[config.mk]
export PLATFORM = sky130hd
export DESIGN_NAME = regression_accumulator_flat
export DESIGN_NICKNAME = d
export VERILOG_FILES = /design/src/rtl/regression_accumulator_if.sv /design/src/rtl/regression_accumulator.sv /design/src/flat_wrapper.sv
export SDC_FILE = /design/constraint.sdc
export NUM_CORES = 2
export LEC_CHECK = 0
export BUFFER_PORTS_ARGS = -buffer_cell sky130_fd_sc_hd__buf_2
export CAP_MARGIN = 30
export CELL_PAD_IN_SITES_DETAIL_PLACEMENT = 1
export CELL_PAD_IN_SITES_GLOBAL_PLACEMENT = 2
export CORE_MARGIN = 10
export CORE_UTILIZATION = 44
export DETAILED_ROUTE_END_ITERATION = 16
export GPL_ROUTABILITY_DRIVEN = 0
export PLACE_DENSITY = 0.85
export SLEW_MARGIN = 25
export SYNTH_ARGS = -nofsm -noshare
export SYNTH_HDL_FRONTEND = slang
export SYNTH_SLANG_ARGS = --single-unit
export TNS_END_PERCENT = 1
[constraint.sdc]
create_clock -name clk -period 11.32 [get_ports clk]
set_clock_uncertainty 0.05 [all_clocks]
set_input_delay 0.566 -clock clk [delete_from_list [all_inputs] [get_ports clk]]
set_output_delay 0.566 -clock clk [all_outputs]
set_load 0.01 [all_outputs]
[src/rtl/regression_accumulator_if.sv]
// Loader-side and result-side signals of the regression accumulator.
// The master drives start/x/y, and the slave (the accumulator) drives the index and sums.
interface regression_accumulator_if #(
   parameter int CNT_W = 8
);
   logic             start;
   logic [19:0]      x;
   logic [19:0]      y;
   logic [CNT_W-1:0] cnt;
   logic             busy;
   logic             done;
   logic [27:0]      sum_x;
   logic [27:0]      sum_y;
   logic [47:0]      sum_xx;
   logic [47:0]      sum_xy;
   logic [47:0]      sum_yy;

   modport master (
      output start, x, y,
      input  cnt, busy, done, sum_x, sum_y, sum_xx, sum_xy, sum_yy
   );

   modport slave (
      input  start, x, y,
      output cnt, busy, done, sum_x, sum_y, sum_xx, sum_xy, sum_yy
   );
endinterface

[src/rtl/regression_accumulator.sv]
// Sample sequencer and two-stage sum-of-products accumulator for the linear-regression datapath.
// Define REG_SUM_YY_EN to add the y*y product and the sum_yy accumulator; otherwise sum_yy is 0.
module regression_accumulator #(
   parameter int N     = 150,
   parameter int CNT_W = 8
) (
   input logic                     clk,
   input logic                     rst,
   regression_accumulator_if.slave bus
);

   typedef enum logic [1:0] {IDLE, RUN, DRAIN, DONE} state_t;

   localparam logic [CNT_W-1:0] LAST_CNT = CNT_W'(N - 1);

   state_t           state;
   logic [CNT_W-1:0] cnt;
   logic             busy;
   logic             done;
   logic             start_ok;
   logic             s1_valid;
   logic [19:0]      x_q;
   logic [19:0]      y_q;
   logic [39:0]      xx_q;
   logic [39:0]      xy_q;
   logic [27:0]      sum_x;
   logic [27:0]      sum_y;
   logic [47:0]      sum_xx;
   logic [47:0]      sum_xy;

   assign start_ok = bus.start && (state == IDLE || state == DONE);

   // NOTE: stage-1 data has no reset; s1_valid alone decides whether it is ever consumed.
   always_ff @(posedge clk) begin
      if (state == RUN) begin
         x_q  <= bus.x;
         y_q  <= bus.y;
         xx_q <= 40'(bus.x) * 40'(bus.x);
         xy_q <= 40'(bus.x) * 40'(bus.y);
      end
   end

   always_ff @(posedge clk) begin
      if (!rst) begin
         state    <= IDLE;
         cnt      <= '0;
         busy     <= 1'b0;
         done     <= 1'b0;
         s1_valid <= 1'b0;
         sum_x    <= '0;
         sum_y    <= '0;
         sum_xx   <= '0;
         sum_xy   <= '0;
      end else begin
         // NOTE: non-blocking only, so a later clear in this block overrides the accumulate above it.
         s1_valid <= (state == RUN);
         if (s1_valid) begin
            sum_x  <= sum_x + {8'd0, x_q};
            sum_y  <= sum_y + {8'd0, y_q};
            sum_xx <= sum_xx + {8'd0, xx_q};
            sum_xy <= sum_xy + {8'd0, xy_q};
         end
         case (state)
            IDLE, DONE: begin
               if (start_ok) begin
                  state  <= RUN;
                  cnt    <= '0;
                  busy   <= 1'b1;
                  done   <= 1'b0;
                  sum_x  <= '0;
                  sum_y  <= '0;
                  sum_xx <= '0;
                  sum_xy <= '0;
               end
            end
            RUN: begin
               if (cnt == LAST_CNT) begin
                  state <= DRAIN;
                  cnt   <= '0;
               end else begin
                  cnt <= cnt + 1'b1;
               end
            end
            DRAIN: begin
               // The last sample lands in the accumulators on this same edge.
               state <= DONE;
               busy  <= 1'b0;
               done  <= 1'b1;
            end
            default: state <= IDLE;
         endcase
      end
   end

`ifdef REG_SUM_YY_EN
   logic [39:0] yy_q;
   logic [47:0] sum_yy;

   always_ff @(posedge clk) begin
      if (state == RUN) yy_q <= 40'(bus.y) * 40'(bus.y);
   end

   always_ff @(posedge clk) begin
      if (!rst)          sum_yy <= '0;
      else if (start_ok) sum_yy <= '0;
      else if (s1_valid) sum_yy <= sum_yy + {8'd0, yy_q};
   end

   assign bus.sum_yy = sum_yy;
`else
   assign bus.sum_yy = '0;
`endif

   assign bus.cnt    = cnt;
   assign bus.busy   = busy;
   assign bus.done   = done;
   assign bus.sum_x  = sum_x;
   assign bus.sum_y  = sum_y;
   assign bus.sum_xx = sum_xx;
   assign bus.sum_xy = sum_xy;

endmodule

[src/flat_wrapper.sv]
// flat-port wrapper written by rule: the top's interface ports become plain ports
module regression_accumulator_flat 
#(
   parameter int N     = 150,
   parameter int CNT_W = 8
)
  (clk, rst, bus_start, bus_x, bus_y, bus_cnt, bus_busy, bus_done, bus_sum_x, bus_sum_y, bus_sum_xx, bus_sum_xy, bus_sum_yy);
  regression_accumulator_if #(.CNT_W(CNT_W)) bus_i ();
  input logic clk;
  input logic rst;
  input wire logic [$bits(bus_i.start)-1:0] bus_start;
  input wire logic [$bits(bus_i.x)-1:0] bus_x;
  input wire logic [$bits(bus_i.y)-1:0] bus_y;
  output wire logic [$bits(bus_i.cnt)-1:0] bus_cnt;
  output wire logic [$bits(bus_i.busy)-1:0] bus_busy;
  output wire logic [$bits(bus_i.done)-1:0] bus_done;
  output wire logic [$bits(bus_i.sum_x)-1:0] bus_sum_x;
  output wire logic [$bits(bus_i.sum_y)-1:0] bus_sum_y;
  output wire logic [$bits(bus_i.sum_xx)-1:0] bus_sum_xx;
  output wire logic [$bits(bus_i.sum_xy)-1:0] bus_sum_xy;
  output wire logic [$bits(bus_i.sum_yy)-1:0] bus_sum_yy;
  assign bus_i.start = bus_start;
  assign bus_i.x = bus_x;
  assign bus_i.y = bus_y;
  assign bus_cnt = bus_i.cnt;
  assign bus_busy = bus_i.busy;
  assign bus_done = bus_i.done;
  assign bus_sum_x = bus_i.sum_x;
  assign bus_sum_y = bus_i.sum_y;
  assign bus_sum_xx = bus_i.sum_xx;
  assign bus_sum_xy = bus_i.sum_xy;
  assign bus_sum_yy = bus_i.sum_yy;
  regression_accumulator #(.N(N), .CNT_W(CNT_W)) u_core (.clk(clk), .rst(rst), .bus(bus_i));
endmodule
After elaboration in Yosys (flattened, before gate mapping)
Index checks and enable logic that the tools add are counted.
{"block": "classes", "add_sub_neg": 5, "mul": 2, "eq_ne": 6, "muxes": 22, "n_reduce_logical": 9}
{"cell": "48-bit two-way mux", "n": 6}
{"cell": "28-bit two-way mux", "n": 6}
{"cell": "48-bit by 40-bit adder with 48-bit output", "n": 2}
{"cell": "20-bit by 20-bit multiplier with 40-bit output", "n": 2}
{"cell": "28-bit by 20-bit adder with 28-bit output", "n": 2}
{"cell": "8-bit two-way mux", "n": 2}
{"cell": "8-bit one-hot mux with 2 select lines", "n": 1}
{"cell": "8-bit by 1-bit adder with 8-bit output, second input constant", "n": 1}
{"cell": "8-bit equality test, second input constant", "n": 1}
{"cell": "2-bit one-hot mux with 3 select lines", "n": 1}
{"cell": "2-bit AND reduction", "n": 3}
{"cell": "2-bit equality test, second input constant", "n": 2}
{"cell": "2-bit two-way mux", "n": 2}
{"cell": "1-bit one-hot mux with 2 select lines", "n": 2}
{"cell": "2-bit nonzero test", "n": 2}
{"cell": "2-bit by 1-bit equality test with 1-bit output, second input constant", "n": 1}
{"cell": "2-bit logical NOT", "n": 1}
{"cell": "1-bit two-way mux", "n": 2}
{"cell": "2-bit by 1-bit inequality test with 1-bit output, second input constant", "n": 1}
{"cell": "2-bit inequality test, second input constant", "n": 1}
{"cell": "2-bit OR reduction", "n": 1}
{"cell": "1-bit logical AND", "n": 1}
{"cell": "1-bit logical OR", "n": 1}
{"block": "totals", "reg_bits": 285}

Depth between registers and ports, before layout
{"block": "depth", "word_depth": 5, "ltp_mapped": 28, "ltp_nobuf": 26}

Worst setup path after synthesis
Ideal clock, no wire load.
{"block": "synth_timing", "path_kind": "input to register", "from": "input port bus_x[4]", "to": "register u_core.xx_q[39], data pin", "arrival_time_ns": 6.950, "required_time_ns": 11.011, "setup_slack_ns": 4.061, "stages": 24, "path_buffers": 2, "cell_sequence": "clkbuf_1 clkbuf_1 nand2_1 fa_1 inv_1 fa_1 fa_1 fa_1 inv_1 fa_1 inv_1 fa_1 fa_1 ha_1 nand4_1 or2_1 a32oi_1 a21oi_1 o31a_1 o41ai_4 a311oi_1 o21ai_1 a21oi_1 xnor2_1"}
{"block": "synth_between", "elab_chain_cells": 1}
{"item": "start, declared", "line": "flat_wrapper.sv:12", "source": "input wire logic [$bits(bus_i.x)-1:0] bus_x;"}
{"item": "20-bit by 20-bit multiplier with 40-bit output", "line": "regression_accumulator.sv:38", "source": "xx_q <= 40'(bus.x) * 40'(bus.x);"}
{"item": "end signal, assigned", "line": "regression_accumulator.sv:38"}
{"item": "end, declared", "line": "regression_accumulator.sv:24", "source": "logic [39:0] xx_q;"}
Every way passes these cells.
A chain may end at the register's enable or synchronous reset.

Worst setup path after layout
{"block": "layout_timing", "from": "input port bus_x[6]", "to": "register u_core.xx_q[39], data pin"}
The elaborated chain is that of the path after synthesis.

==> results.json <==
{
  "status": "completed",
  "top_usage_layer": "met2",
  "clk_pin_slew_ns": 0.06,
  "grt_pass1_wl_um": 184900,
  "critPathCaptureType": "flop",
  "cts_root_buffer": "clkbuf_16",
  "totalWireLength_um": 112000,
  "die_area_mm2": 0.1054,
  "synthAdderAreaFrac": 0.4259,
  "die_w_um": 324.6,
  "syn_area_mm2": 0.04083,
  "period_share": 0.6800,
  "fin_crit_ns": 7.698,
  "clkLatencyLatePin_ns": 0.56,
  "fin_nets": 5610,
  "wl_per_cell_um": 19.27,
  "netlist_instances": 4449,
  "synth.avg_cell_area_um2": 9.178,
  "synth_top_family_by_area": "adder cells",
  "met1_usage": 0.2895,
  "synth_edf_count": 118,
  "fmax_mhz": 129.9,
  "cts_htree_levels": 2,
  "grt_util_all_layers": 0.2137,
  "yosysWarnings": 0,
  "setup_viol_count_final": 0,
  "seq_area_frac_synth": 0.1677,
  "synthArstFlopShare": 0,
  "cp-start-kind": "input port",
  "drt_drc_violations_left": 0,
  "syn_to_final_growth_pct": 7.768,
  "hold_path_class": "input port to flop",
  "cts-resized-gates": 0,
  "globalRouteMet2Util": 0.3687,
  "clk_path_buf_depth": 3,
  "timing.slew.headroom": 0.3984,
  "rrSetupSlack_ns": 7.72,
  "layout_common_cells": "inv_1, fa_1, ha_1",
  "ys.flop_type": "dfxtp_1",
  "critical_path_class": "input port to flop",
  "numPortBuffers": 204,
  "synth-xor-area-share": 0.04590,
  "viasPerCell": 5.287,
  "yosys.area_share.simple": 0.1463,
  "crit_path_max_fanout": 37,
  "initial_core_util": 0.4448,
  "cap_viol_max_count": 0,
  "ant_nets": 0,
  "layout_commonest_cell": "inv_1",
  "cp.arrival_ns": 7.94,
  "required_ns": 11.56,
  "dp_hpwl_um": 88730,
  "clock-sinks": 283,
  "postCtsSetupBuffers": 0,
  "drive_above_1_share": 0.06813,
  "totalNegativeSetupSlack_ns": 0,
  "numCtsBuffers": 36,
  "grt_pass1_vias": 33900,
  "first_pass_iters": 7,
  "cts_tree": "yes",
  "gr-total-overflow": 0,
  "vias": 30720,
  "num_rows": 111,
  "met3_usage": 0.01840,
  "ys_seq_elements": 283,
  "ys_types": 86,
  "grt_max_degree": 66,
  "worst_pin_slew_ns": 0.9024,
  "finalHoldViolCount": 0,
  "dr.first_iter.drc_count": 1523,
  "ioPinCount": 253,
  "ctsHoldBuffers": 0,
  "dieHeight_um": 324.6,
  "stdcell_count": 5811,
  "core_area_mm2": 0.09180,
  "rsz0062_at_grt": "no",
  "maxSlewViolCount": 0,
  "synth_compound_area_frac": 0.1034,
  "dp_cells": 5743,
  "grt_antenna_before_repair": 5,
  "synthMuxAreaShare": 0.01719
}
-- through the flow --
| step | utilization | hold slack [ns] | instance area, µm² | setup slack, ns |
|---|---|---|---|---|
| after floorplan | - | 0.4355 | 41010 | 4.061 |
| after global placement | 0.4659 | 0.4107 | 42770 | 3.184 |
| after detailed placement | 0.4662 | 0.4358 | 42800 | 3.088 |
| after CTS | 0.4790 | 0.2375 | 43980 | 3.652 |
| after global routing | 0.4793 | 0.2801 | 44000 | 3.250 |
| final | 0.4793 | 0.2733 | 44000 | 3.622 |
-- critical path: stages --
cell and delay [ns]:
buf_2 0.57, inv_1 0.35, nor2_1 0.28, fa_1 0.50, ha_1 0.32, a21o_1 0.19
fa_1 0.45, fa_1 0.55, inv_1 0.05, fa_1 0.53, inv_1 0.05, fa_1 0.48
fa_1 0.48, ha_1 0.41, nand4_1 0.14, or2_1 0.25, a32oi_1 0.20, a21oi_1 0.13
o31a_1 0.39, o41ai_4 0.42, a311oi_1 0.21, o21ai_1 0.16, a21oi_1 0.09, xnor2_1 0.13
-- sequential cells by signal (all words and copies together) (netlist names), 20 cells and up --
register and cells:
u_core.bus.sum_xx 48, u_core.y_q 20, u_core.x_q 20, u_core.xy_q 40, u_core.xx_q 38, u_core.bus.sum_x 28
u_core.bus.sum_y 28, u_core.bus.sum_xy 48
-- path summary, 6_finish.rpt --
path	from	endpoint	cells past startpoint
setup / recovery	bus_x[6]	u_core.xx_q[39]	24
hold / removal	rst	u_core.s1_valid	2
setup reg to reg	u_core.xy_q[0]	u_core.bus.sum_xy[46]	12
hold reg to reg	u_core.bus.sum_y[19]	u_core.bus.sum_y[19]	2
-- layer usage --
| layer | wire length, µm | part of all wire | vias to the layer above |
|---|---|---|---|
| met5 | 0 | 0 | - |
| met4 | 2114 | 0.019 | 0 |
| met3 | 3694 | 0.033 | 126 |
| met2 | 54760 | 0.49 | 525 |
| met1 | 51440 | 0.46 | 15720 |
| li1 | - | - | 14350 |
-- Yosys cell counts (all sizes together), types with 14 or more instances --
library cell | instances | area share
a31oi | 16 | 0.0030
a211oi | 39 | 0.0073
buf | 56 | 0.0096
inv | 746 | 0.069
a21o | 90 | 0.017
nand2 | 418 | 0.038
fa | 603 | 0.30
edfxtp | 118 | 0.087
nor2 | 247 | 0.023
nor2b | 33 | 0.0051
xnor2 | 142 | 0.030
nor3 | 36 | 0.0044
o21a | 30 | 0.0055
or3 | 18 | 0.0028
o211ai | 16 | 0.0031
and3 | 27 | 0.0041
o21bai | 28 | 0.0052
dfxtp | 165 | 0.081
o21ai | 110 | 0.014
o31ai | 14 | 0.0028
nand4 | 25 | 0.0038
mux2i | 69 | 0.017
ha | 425 | 0.13
nand2b | 27 | 0.0041
clkbuf | 167 | 0.015
nand3 | 71 | 0.0087
and2 | 311 | 0.048
xor2 | 72 | 0.015
a21oi | 219 | 0.027
-- final cells by class --
type | instances | area, µm²
flip-flops and latches | 283 | 6850
diodes | 3 | 7.507
fillers | 10620 | 47800
well taps | 1243 | 1555
repair buffers | 228 | 1234
inverters | 747 | 2804
clock inverters | 12 | 126.4
multi-input cells | 3243 | 30370
clock buffers | 52 | 1055
-- kinds of logic (layout without fill, tap and decap cells) --
logic type	after synthesis	count (layout)
AND/OR/NAND/NOR	1237	1237
other	1	51
AO/OA/AOI/OAI	646	646
multiplexers	70	70
XOR/XNOR	214	214
adder cells (fa/ha/maj)	1028	1028
flip-flops	283	283
buffers and inverters	970	1039
Power is left out: the tool's default activity adds up to more than one toggle a clock period on the data nets, which glitch-free logic cannot reach.
